[config.mk]
export PLATFORM = sky130hd
export DESIGN_NAME = stopwatch_lap_core_flat
export DESIGN_NICKNAME = d
export VERILOG_FILES = /design/src/rtl/stopwatch_lap_core_if.sv /design/src/rtl/stopwatch_lap_core.sv /design/src/flat_wrapper.sv
export SDC_FILE = /design/constraint.sdc
export NUM_CORES = 1
export LEC_CHECK = 0
export ABC_AREA = 1
export BUFFER_PORTS_ARGS = -buffer_cell sky130_fd_sc_hd__buf_4
export CAP_MARGIN = 20
export CELL_PAD_IN_SITES_DETAIL_PLACEMENT = 0
export CELL_PAD_IN_SITES_GLOBAL_PLACEMENT = 1
export CORE_ASPECT_RATIO = 0.8
export CORE_MARGIN = 2
export CORE_UTILIZATION = 35
export CTS_BUF_LIST = sky130_fd_sc_hd__clkbuf_8
export DETAILED_ROUTE_END_ITERATION = 6
export HOLD_SLACK_MARGIN = 0.02
export PLACE_DENSITY_LB_ADDON = 0.1
export SETUP_SLACK_MARGIN = 0.05
export SLEW_MARGIN = 10
export SYNTH_ARGS = -nofsm -noshare
export SYNTH_HDL_FRONTEND = slang
export SYNTH_SLANG_ARGS = --single-unit
[constraint.sdc]
create_clock -name clk -period 2.84 [get_ports clk]
set_clock_uncertainty 0.15 [all_clocks]
set_input_delay 0 -clock clk [delete_from_list [all_inputs] [get_ports clk]]
set_output_delay 0 -clock clk [all_outputs]
set_load 0.05 [all_outputs]
[src/rtl/stopwatch_lap_core_if.sv]
// Stopwatch core pin bundle: button strobes and lap read index in, display/status/lap data out.
// Latency: none, wires only.
// Backpressure: none, all signals are level/pulse with no handshake.
interface stopwatch_lap_core_if #(
    parameter int LAP_DEPTH = 8
) ();
    localparam int IW = (LAP_DEPTH > 1) ? $clog2(LAP_DEPTH) : 1;
    localparam int CW = $clog2(LAP_DEPTH + 1);

    logic          start_stop_pulse;
    logic          lap_pulse;
    logic          lap_held;
    logic [IW-1:0] lap_rd_idx;
    logic [15:0]   disp_bcd;
    logic          running;
    logic          frozen;
    logic [CW-1:0] lap_count;
    logic [15:0]   lap_rd_data;
    logic          wrap;

    modport master (
        output start_stop_pulse, lap_pulse, lap_held, lap_rd_idx,
        input  disp_bcd, running, frozen, lap_count, lap_rd_data, wrap
    );

    modport slave (
        input  start_stop_pulse, lap_pulse, lap_held, lap_rd_idx,
        output disp_bcd, running, frozen, lap_count, lap_rd_data, wrap
    );
endinterface

[src/rtl/stopwatch_lap_core.sv]
// BCD MM:SS stopwatch with start/pause FSM, lap freeze, long-push clear and lap history ring.
// Latency: time/status update one cycle after the causing event; lap_rd_data one cycle after lap_rd_idx.
// Backpressure: none; STOPWATCH_SAT_EN selects hold-at-59:59 instead of roll-over.
module stopwatch_lap_core #(
    parameter int TICK_DIV  = 100_000_000,
    parameter int HOLD_CYC  = 100_000_000,
    parameter int LAP_DEPTH = 8
) (
    input  logic              clk,
    input  logic              rst_n,
    stopwatch_lap_core_if.slave sw
);
    localparam int IW = (LAP_DEPTH > 1) ? $clog2(LAP_DEPTH) : 1;
    localparam int CW = $clog2(LAP_DEPTH + 1);
    localparam int PW = $clog2(TICK_DIV);
    localparam int HW = $clog2(HOLD_CYC);

    localparam logic [PW-1:0] PRESC_MAX = PW'(TICK_DIV - 1);
    localparam logic [HW-1:0] HOLD_MAX  = HW'(HOLD_CYC - 1);
    localparam logic [IW-1:0] WR_MAX    = IW'(LAP_DEPTH - 1);
    localparam logic [CW-1:0] CNT_MAX   = CW'(LAP_DEPTH);
    localparam logic [15:0]   TIME_MAX  = 16'h5959;

    typedef enum logic [1:0] {
        ST_IDLE  = 2'd0,
        ST_RUN   = 2'd1,
        ST_PAUSE = 2'd2
    } state_t;

    state_t        state_q,      state_d;
    logic          running_q,    running_d;
    logic [PW-1:0] presc_q,      presc_d;
    logic [15:0]   time_q,       time_d;
    logic          wrap_q,       wrap_d;
    logic          frozen_q,     frozen_d;
    logic [15:0]   freeze_q,     freeze_d;
    logic [15:0]   lap_mem_q [LAP_DEPTH];
    logic [15:0]   lap_mem_d [LAP_DEPTH];
    logic [IW-1:0] wr_ptr_q,     wr_ptr_d;
    logic [CW-1:0] lap_count_q,  lap_count_d;
    logic [15:0]   rd_data_q,    rd_data_d;
    logic [HW-1:0] hold_q,       hold_d;
    logic          armed_q,      armed_d;
    logic          sat_stop_q,   sat_stop_d;

    logic          tick;
    logic          clear;
    int            rd_a;
    logic [IW-1:0] rd_addr;

    function automatic logic [15:0] bcd_inc(input logic [15:0] t);
        logic [15:0] n;
        n = t;
        if (t[3:0] != 4'd9) begin
            n[3:0] = t[3:0] + 4'd1;
        end else begin
            n[3:0] = 4'd0;
            if (t[7:4] != 4'd5) begin
                n[7:4] = t[7:4] + 4'd1;
            end else begin
                n[7:4] = 4'd0;
                if (t[11:8] != 4'd9) begin
                    n[11:8] = t[11:8] + 4'd1;
                end else begin
                    n[11:8]  = 4'd0;
                    n[15:12] = (t[15:12] != 4'd5) ? t[15:12] + 4'd1 : 4'd0;
                end
            end
        end
        return n;
    endfunction

    always_comb begin
        state_d     = state_q;
        presc_d     = presc_q;
        time_d      = time_q;
        wrap_d      = 1'b0;
        frozen_d    = frozen_q;
        freeze_d    = freeze_q;
        lap_mem_d   = lap_mem_q;
        wr_ptr_d    = wr_ptr_q;
        lap_count_d = lap_count_q;
        sat_stop_d  = sat_stop_q;
        tick        = 1'b0;

        // Hold counter saturates so a long press cannot wrap into a second clear.
        hold_d  = sw.lap_held ? ((hold_q != HOLD_MAX) ? hold_q + HW'(1) : hold_q) : '0;
        armed_d = sw.lap_held ? armed_q : 1'b1;
        clear   = sw.lap_held && armed_q && (hold_q == HOLD_MAX);

        if (clear) begin
            state_d     = ST_IDLE;
            presc_d     = '0;
            time_d      = '0;
            frozen_d    = 1'b0;
            wr_ptr_d    = '0;
            lap_count_d = '0;
            sat_stop_d  = 1'b0;
            armed_d     = 1'b0;
        end else begin
            if (state_q == ST_RUN && !sat_stop_q) begin
                if (presc_q == PRESC_MAX) begin
                    presc_d = '0;
                    tick    = 1'b1;
                end else begin
                    presc_d = presc_q + PW'(1);
                end
            end

            if (tick) begin
                if (time_q == TIME_MAX) begin
                    wrap_d = 1'b1;
`ifdef STOPWATCH_SAT_EN
                    sat_stop_d = 1'b1;
`else
                    time_d = '0;
`endif
                end else begin
                    time_d = bcd_inc(time_q);
                end
            end

            // Lap decisions use the pre-tick time and the pre-transition state.
            if (sw.lap_pulse) begin
                if (state_q == ST_RUN && !frozen_q) begin
                    frozen_d            = 1'b1;
                    freeze_d            = time_q;
                    lap_mem_d[wr_ptr_q] = time_q;
                    wr_ptr_d            = (wr_ptr_q == WR_MAX) ? '0 : wr_ptr_q + IW'(1);
                    if (lap_count_q != CNT_MAX) begin
                        lap_count_d = lap_count_q + CW'(1);
                    end
                end else begin
                    frozen_d = 1'b0;
                end
            end

            if (sw.start_stop_pulse) begin
                case (state_q)
                    ST_IDLE:  state_d = ST_RUN;
                    ST_RUN:   state_d = ST_PAUSE;
                    ST_PAUSE: state_d = ST_RUN;
                    default:  state_d = ST_IDLE;
                endcase
            end
        end

        running_d = (state_d == ST_RUN);
    end

    always_comb begin
        rd_a = int'(wr_ptr_q) - 1 - int'(sw.lap_rd_idx);
        if (rd_a < 0) begin
            rd_a = rd_a + LAP_DEPTH;
        end
        rd_addr   = IW'(rd_a);
        rd_data_d = (int'(sw.lap_rd_idx) >= int'(lap_count_q)) ? 16'h0000 : lap_mem_q[rd_addr];
    end

    always_ff @(posedge clk or negedge rst_n) begin
        if (!rst_n) begin
            state_q     <= ST_IDLE;
            running_q   <= 1'b0;
            presc_q     <= '0;
            time_q      <= '0;
            wrap_q      <= 1'b0;
            frozen_q    <= 1'b0;
            freeze_q    <= '0;
            for (int i = 0; i < LAP_DEPTH; i++) begin
                lap_mem_q[i] <= '0;
            end
            wr_ptr_q    <= '0;
            lap_count_q <= '0;
            rd_data_q   <= '0;
            hold_q      <= '0;
            armed_q     <= 1'b1;
            sat_stop_q  <= 1'b0;
        end else begin
            state_q     <= state_d;
            running_q   <= running_d;
            presc_q     <= presc_d;
            time_q      <= time_d;
            wrap_q      <= wrap_d;
            frozen_q    <= frozen_d;
            freeze_q    <= freeze_d;
            lap_mem_q   <= lap_mem_d;
            wr_ptr_q    <= wr_ptr_d;
            lap_count_q <= lap_count_d;
            rd_data_q   <= rd_data_d;
            hold_q      <= hold_d;
            armed_q     <= armed_d;
            sat_stop_q  <= sat_stop_d;
        end
    end

    assign sw.disp_bcd    = frozen_q ? freeze_q : time_q;
    assign sw.running     = running_q;
    assign sw.frozen      = frozen_q;
    assign sw.lap_count   = lap_count_q;
    assign sw.lap_rd_data = rd_data_q;
    assign sw.wrap        = wrap_q;
endmodule
[src/flat_wrapper.sv]
// flat-port wrapper written by rule: the top's interface ports become plain ports
module stopwatch_lap_core_flat 
#(
    parameter int TICK_DIV  = 100_000_000,
    parameter int HOLD_CYC  = 100_000_000,
    parameter int LAP_DEPTH = 8
)
  (clk, rst_n, sw_start_stop_pulse, sw_lap_pulse, sw_lap_held, sw_lap_rd_idx, sw_disp_bcd, sw_running, sw_frozen, sw_lap_count, sw_lap_rd_data, sw_wrap);
  stopwatch_lap_core_if #(.LAP_DEPTH(LAP_DEPTH)) sw_i ();
  input  logic clk;
  input  logic rst_n;
  input wire logic [$bits(sw_i.start_stop_pulse)-1:0] sw_start_stop_pulse;
  input wire logic [$bits(sw_i.lap_pulse)-1:0] sw_lap_pulse;
  input wire logic [$bits(sw_i.lap_held)-1:0] sw_lap_held;
  input wire logic [$bits(sw_i.lap_rd_idx)-1:0] sw_lap_rd_idx;
  output wire logic [$bits(sw_i.disp_bcd)-1:0] sw_disp_bcd;
  output wire logic [$bits(sw_i.running)-1:0] sw_running;
  output wire logic [$bits(sw_i.frozen)-1:0] sw_frozen;
  output wire logic [$bits(sw_i.lap_count)-1:0] sw_lap_count;
  output wire logic [$bits(sw_i.lap_rd_data)-1:0] sw_lap_rd_data;
  output wire logic [$bits(sw_i.wrap)-1:0] sw_wrap;
  assign sw_i.start_stop_pulse = sw_start_stop_pulse;
  assign sw_i.lap_pulse = sw_lap_pulse;
  assign sw_i.lap_held = sw_lap_held;
  assign sw_i.lap_rd_idx = sw_lap_rd_idx;
  assign sw_disp_bcd = sw_i.disp_bcd;
  assign sw_running = sw_i.running;
  assign sw_frozen = sw_i.frozen;
  assign sw_lap_count = sw_i.lap_count;
  assign sw_lap_rd_data = sw_i.lap_rd_data;
  assign sw_wrap = sw_i.wrap;
  stopwatch_lap_core #(.TICK_DIV(TICK_DIV), .HOLD_CYC(HOLD_CYC), .LAP_DEPTH(LAP_DEPTH)) u_core (.clk(clk), .rst_n(rst_n), .sw(sw_i));
endmodule
======== After elaboration in Yosys (flattened, before gate mapping) ========
Index checks and enable logic that the tools add are counted.
word-level totals
  register bits after elaboration ......... 243
  bits in latches ......................... 0
  RAM bits ................................ 0
  ROM bits ................................ 0
  bits of input ports ..................... 8
  output and inout bits ................... 39
  memories ................................ 0
cells by class
  add/sub/neg operators ................... 11
  $mul .................................... 0
  div/mod/pow operators ................... 0
  order comparisons ....................... 5
  equality and inequality tests ........... 18
  shifts and indexed selects .............. 0
  muxes and demuxes ....................... 46
  bitwise operators ....................... 3
  reduce and logical (&&, ||, !) cells .... 18
operator list
  cell                   number
  $mux 27                5
  $bwmux 128             1
  $mux 16                8
  $add 27x1->27 const B  2
  $eq 27x27->1 const B   2
  $bmux 16 s3            1
  $demux 16 s3           1
  $mux 4                 9
  $lt 32x1->1 const B    1
  $ne 27x27->1 const B   1
  $add 4x1->4 const B    5
  $eq 16x15->1 const B   1
  $mux 3                 5
  $mux 12                1
  $ne 4x4->1 const B     3
  $mux 1                 11
  $reduce_bool 2->1      5
  $ne 3x1->1 const B     3
  $reduce_and 3->1       3
  $ge 4x4->1 const B     2
  $mux 8                 1
  $ne 4x3->1 const B     2
  $not 3->4              2
  $add 3x1->3 const B    2
  other kinds (17)       24

======== Longest topological paths before layout ========
  depth after elaboration ................. 9
  depth in mapped cells ................... 13

======== Least setup slack after synthesis ========
No wires, ideal clock.
  kind .................................... flip-flop to flip-flop
  from .................................... register u_core.wr_ptr_q[0]
  to ...................................... register u_core.rd_data_q[14] (netlist: u_core.sw.lap_rd_data[14])
  data arrival time ....................... 2328 ps
  data required time ...................... 2610 ps
  path slack .............................. 282 ps
  cell stages (with the launch flop) ...... 11
  path buffers ............................ 3
  clock period less this slack ............ 2558 ps
  cells stage by stage .................... dfrtp_1 -> buf_2 -> inv_2 -> ha_1 -> fa_1 -> clkbuf_1 -> clkbuf_1 -> o21ai_0 -> o32ai_1 -> nand2_1 -> a21oi_1
on the way
  cells in the longest elaborated chain, start to end .. 9
  elaborated cells on any way between the ends .. 10
RTL lines
  what                                               RTL line                                              text
  from (decl)                                        stopwatch_lap_core.sv:39                              logic [IW-1:0] wr_ptr_q, wr_ptr_d;
  from (signal assigned)                             stopwatch_lap_core.sv:187                             wr_ptr_q <= wr_ptr_d;
  $sub 3x1->4 *                                      stopwatch_lap_core.sv:152                             rd_a = int'(wr_ptr_q) - 1 - int'(sw.lap_rd_idx);
  $sub 4x4->5 *                                      stopwatch_lap_core.sv:152
  $lt 32x1->1 / $add 3x1->3 (equally long branches)  stopwatch_lap_core.sv:153, stopwatch_lap_core.sv:154
  $mux 3 *                                           stopwatch_lap_core.sv:153                             if (rd_a < 0) begin
  $not 3->4 (not written as such) *                  stopwatch_lap_core.sv:157                             rd_data_d = (int'(sw.lap_rd_idx) >= int'(lap_count_q)) ? 16'h0000 : lap_mem_q[rd_addr];
  $bmux 16 s3 *                                      stopwatch_lap_core.sv:157
  $mux 16 (not written as such) * (2 in series)      stopwatch_lap_core.sv:157
  $mux 16 *                                          stopwatch_lap_core.sv:157
  net u_core.rd_data_d[14]                           stopwatch_lap_core.sv:41                              logic [15:0] rd_data_q, rd_data_d;
  to (signal assigned)                               stopwatch_lap_core.sv:189                             rd_data_q <= rd_data_d;
  to (decl)                                          stopwatch_lap_core.sv:41
Mark *: on every way through the listed nets, which the timed path passes. The rest lies on a longest branch. The select of a mux whose other input is x is not followed.
A chain may end at the register's enable or synchronous reset.

======== Worst setup path after layout ========
Same ends and word-level chain as after synthesis.

==> flow_summary.ini <==
[outcome]
status = finished, final reports clean

[clock_network]
htreeDepth = 2
clock-root-buffer = clkbuf_8
cts_tree = done
worstSkewPairLatency_ps = 570
cts.clk_slew.worst_paths_ps = 60
cts.sinks = 243
cts_buffers = 44
cts_buffer_depth = 3

[final_layout]
layoutNonFillerInstCount = 2257
final_layout_size_suffix_gt1_frac = 0.1080
n_fill_cell = 3786
diodes = 0
fin_nets = 1775
final_common_cell = nand2_1
area_growth_pct = 15.68
layout_common_cells = 602 x nand2_1, 242 x dfrtp_1, 215 x nand3_1, 135 x nor2_1, 126 x inv_1

[sta]
max_slew_margin = 0.5251
timing.final.crit_share = 0.9347
fin_crit_ps = 2655
setup-tns-final_ps = 0
setup_slack_ps = 185.4
worstMarginPinSlew_ps = 706.8
rsz0062_at_grt = no
fmax_mhz = 376.7
setup_violations = 0
final_hold_viol_count = 0
drv_slew = 0

[floorplanning]
io_pins = 47
die_w_um = 217.9
dieArea_um2 = 38160
dieHeight_um = 175.1
fp.coreArea_um2 = 35990
row_count = 62
initial_core_util = 0.3559

[synth]
ys.flop_type = dfrtp_1
synth_warnings = 0
ys_seq_area_frac = 0.4748
synthesis.area_um2 = 12810
synth_edf_count = 0
ys_ff_latch = 243
synthArstFlopShare = 1.000
avgSynthCellArea_um2 = 7.572
synth_fp_nets = 1720
ys_types = 42
synth_cells = 1692

[hold_path]
holdPathEnd = u_core.sw.lap_rd_data[12]
holdCritPathClass = in -> reg
hold_start = sw_lap_rd_idx[1]
min_path_cells = 6

[critical_path]
critPathLaunchType = flop
worstReg2RegStart = u_core.wr_ptr_q[0]
crit_type = reg -> reg
crit_path_cell_trace = inv_2, ha_1, fa_2, buf_12, o21ai_0, o32ai_2, nand2_1, a21oi_1
cp_max_fo = 32
crit_slowest_cell = fa_2
reg2reg_depth = 8
rrSetupSlack_ps = 190
arrival_ps = 3000
r2r-end = u_core.sw.lap_rd_data[14]
max_stage_delay_ps = 640
cp-end-kind = flop
worstPathRequired_ps = 3190

[grt]
grt_pass1_vias = 11090
grt_pass1_wl_um = 63870
grt_max_degree = 65
grt_antenna_before_repair = 0
grtUsageTotal = 0.2110
globalRouteOverflowTotal = 0

[detailed_routing]
first_pass_iters = 5
ant_nets = 0
num_vias = 11310
wirelength_um = 39190
drc = 0
wl_per_cell_um = 17.37
via_per_inst = 5.011
drt_iter0_drc = 937

[pwr]
power_mw = 13.02
powerDensity_nw_per_um2 = 878.7
p_leak_nw = 7.479
peakVddDrop_v = 0.0006277

[run]
drv_cap = 0

[place]
portBuffers = 46
pre_cts_ws_ps = 93.53
gp_congestion = 0.8202
place_inst = 2172
dp_hpwl_um = 25580
## layer usage
metal / part of all wire / global-route usage / vias to the layer above / wire (um)
met5: 0 / 0 / - / 0
met4: 0.019 / 0.05102 / 0 / 729
met3: 0.048 / 0.03203 / 55 / 1891
met2: 0.41 / 0.3015 / 247 / 16080
met1: 0.52 / 0.3298 / 5391 / 20490
li1: - / - / 5617 / -
## where the power goes
group          total, mW  switching (mW)  internal [mW]
sequential          3.90           0.195           3.71
combinational       5.70            3.81           1.90
clock               3.42            1.53           1.89
total               13.0            5.53           7.49
## flip-flops by register name, indices dropped and copies added, names as in the netlist, 2 cells and up
name and count:
u_core.state_q 2, u_core.lap_mem_q 128, u_core.wr_ptr_q 3, u_core.sw.lap_rd_data 16, u_core.hold_q 27, u_core.time_q 16, u_core.freeze_q 16, u_core.presc_q 27
u_core.sw.lap_count 4
## worst max path at each step
stage	from	to	slack, ps	cells after the start
floorplan	u_core.wr_ptr_q[0]	u_core.sw.lap_rd_data[14]	280	10
global placement	u_core.wr_ptr_q[0]	u_core.sw.lap_rd_data[14]	130	8
detailed placement	u_core.wr_ptr_q[0]	u_core.sw.lap_rd_data[14]	90	8
CTS	u_core.wr_ptr_q[0]	u_core.sw.lap_rd_data[14]	80	8
global route	u_core.wr_ptr_q[0]	u_core.sw.lap_rd_data[5]	50	9
finish	u_core.wr_ptr_q[0]	u_core.sw.lap_rd_data[14]	190	8
## logic make-up (layout without fill, tap and decap cells)
family	count (synthesis)	in the layout	synth area share
xor+xnor	22	22	0.01504
simple gates	1025	1025	0.3391
buf+inv	208	293	0.06827
mux	1	1	0.0008789
fa+ha+maj	20	20	0.02012
compound gates	173	173	0.08185
flops	243	243	0.4748
## worst max-delay path: cells and delay by family (launching register included)
family	cells	cell delay, ps
AND/OR/NAND/NOR	1	90
flip-flops	1	500
AO/OA/AOI/OAI	3	460
buffers and inverters	2	360
adder cells (fa/ha/maj)	2	1000
## final cells by class
type                            instances  area (um^2)  share of cell area
Sequential cell                       243         6082              0.4104
Inverter                              119        452.9             0.03056
Timing Repair Buffer                   98        912.1             0.06155
Clock inverter                         15        57.56            0.003884
Multi-Input combinational cell       1241         5874              0.3964
Tap cell                              480        600.6             0.04053
Clock buffer                           61        839.6             0.05665
## cell usage after synthesis (all sizes together) (2+ instances only)
cell	number	area (um^2)
ha	19	237.7
o21ai	75	382.9
nand4	25	156.4
clkbuf	47	176.4
or2	2	12.51
o32ai	2	17.52
nand3	217	1096
nand2	613	2364
inv	118	442.9
nor3	20	100.1
buf	42	251.5
a21oi	58	290.3
dfrtp	242	6056
o22ai	2	12.51
xor2	19	166.4
nor4	2	12.51
xnor2	3	26.28
nor2	143	581.8
a32o	30	300.3
## what timing repair did
action | CTS | global route
endpoints found under the hold margin | 293 | 0
endpoints found under the setup margin | 0 | 15
setup buffers | 0 | 1
gates resized for setup | 0 | 4
hold buffers | 7 | 0
## through the flow
stage	util	hold WS [ps]	cell area (um^2)
3_3_place_gp	0.3825	-120.8	13770
5_1_grt	0.4117	109.0	14820
2_1_floorplan	-	-445.6	12810
4_1_cts	0.4098	73.06	14750
3_5_place_dp	0.3825	-121.1	13770
6_report	0.4117	90.63	14820
Note: power is estimated with default switching activity, not from simulation.
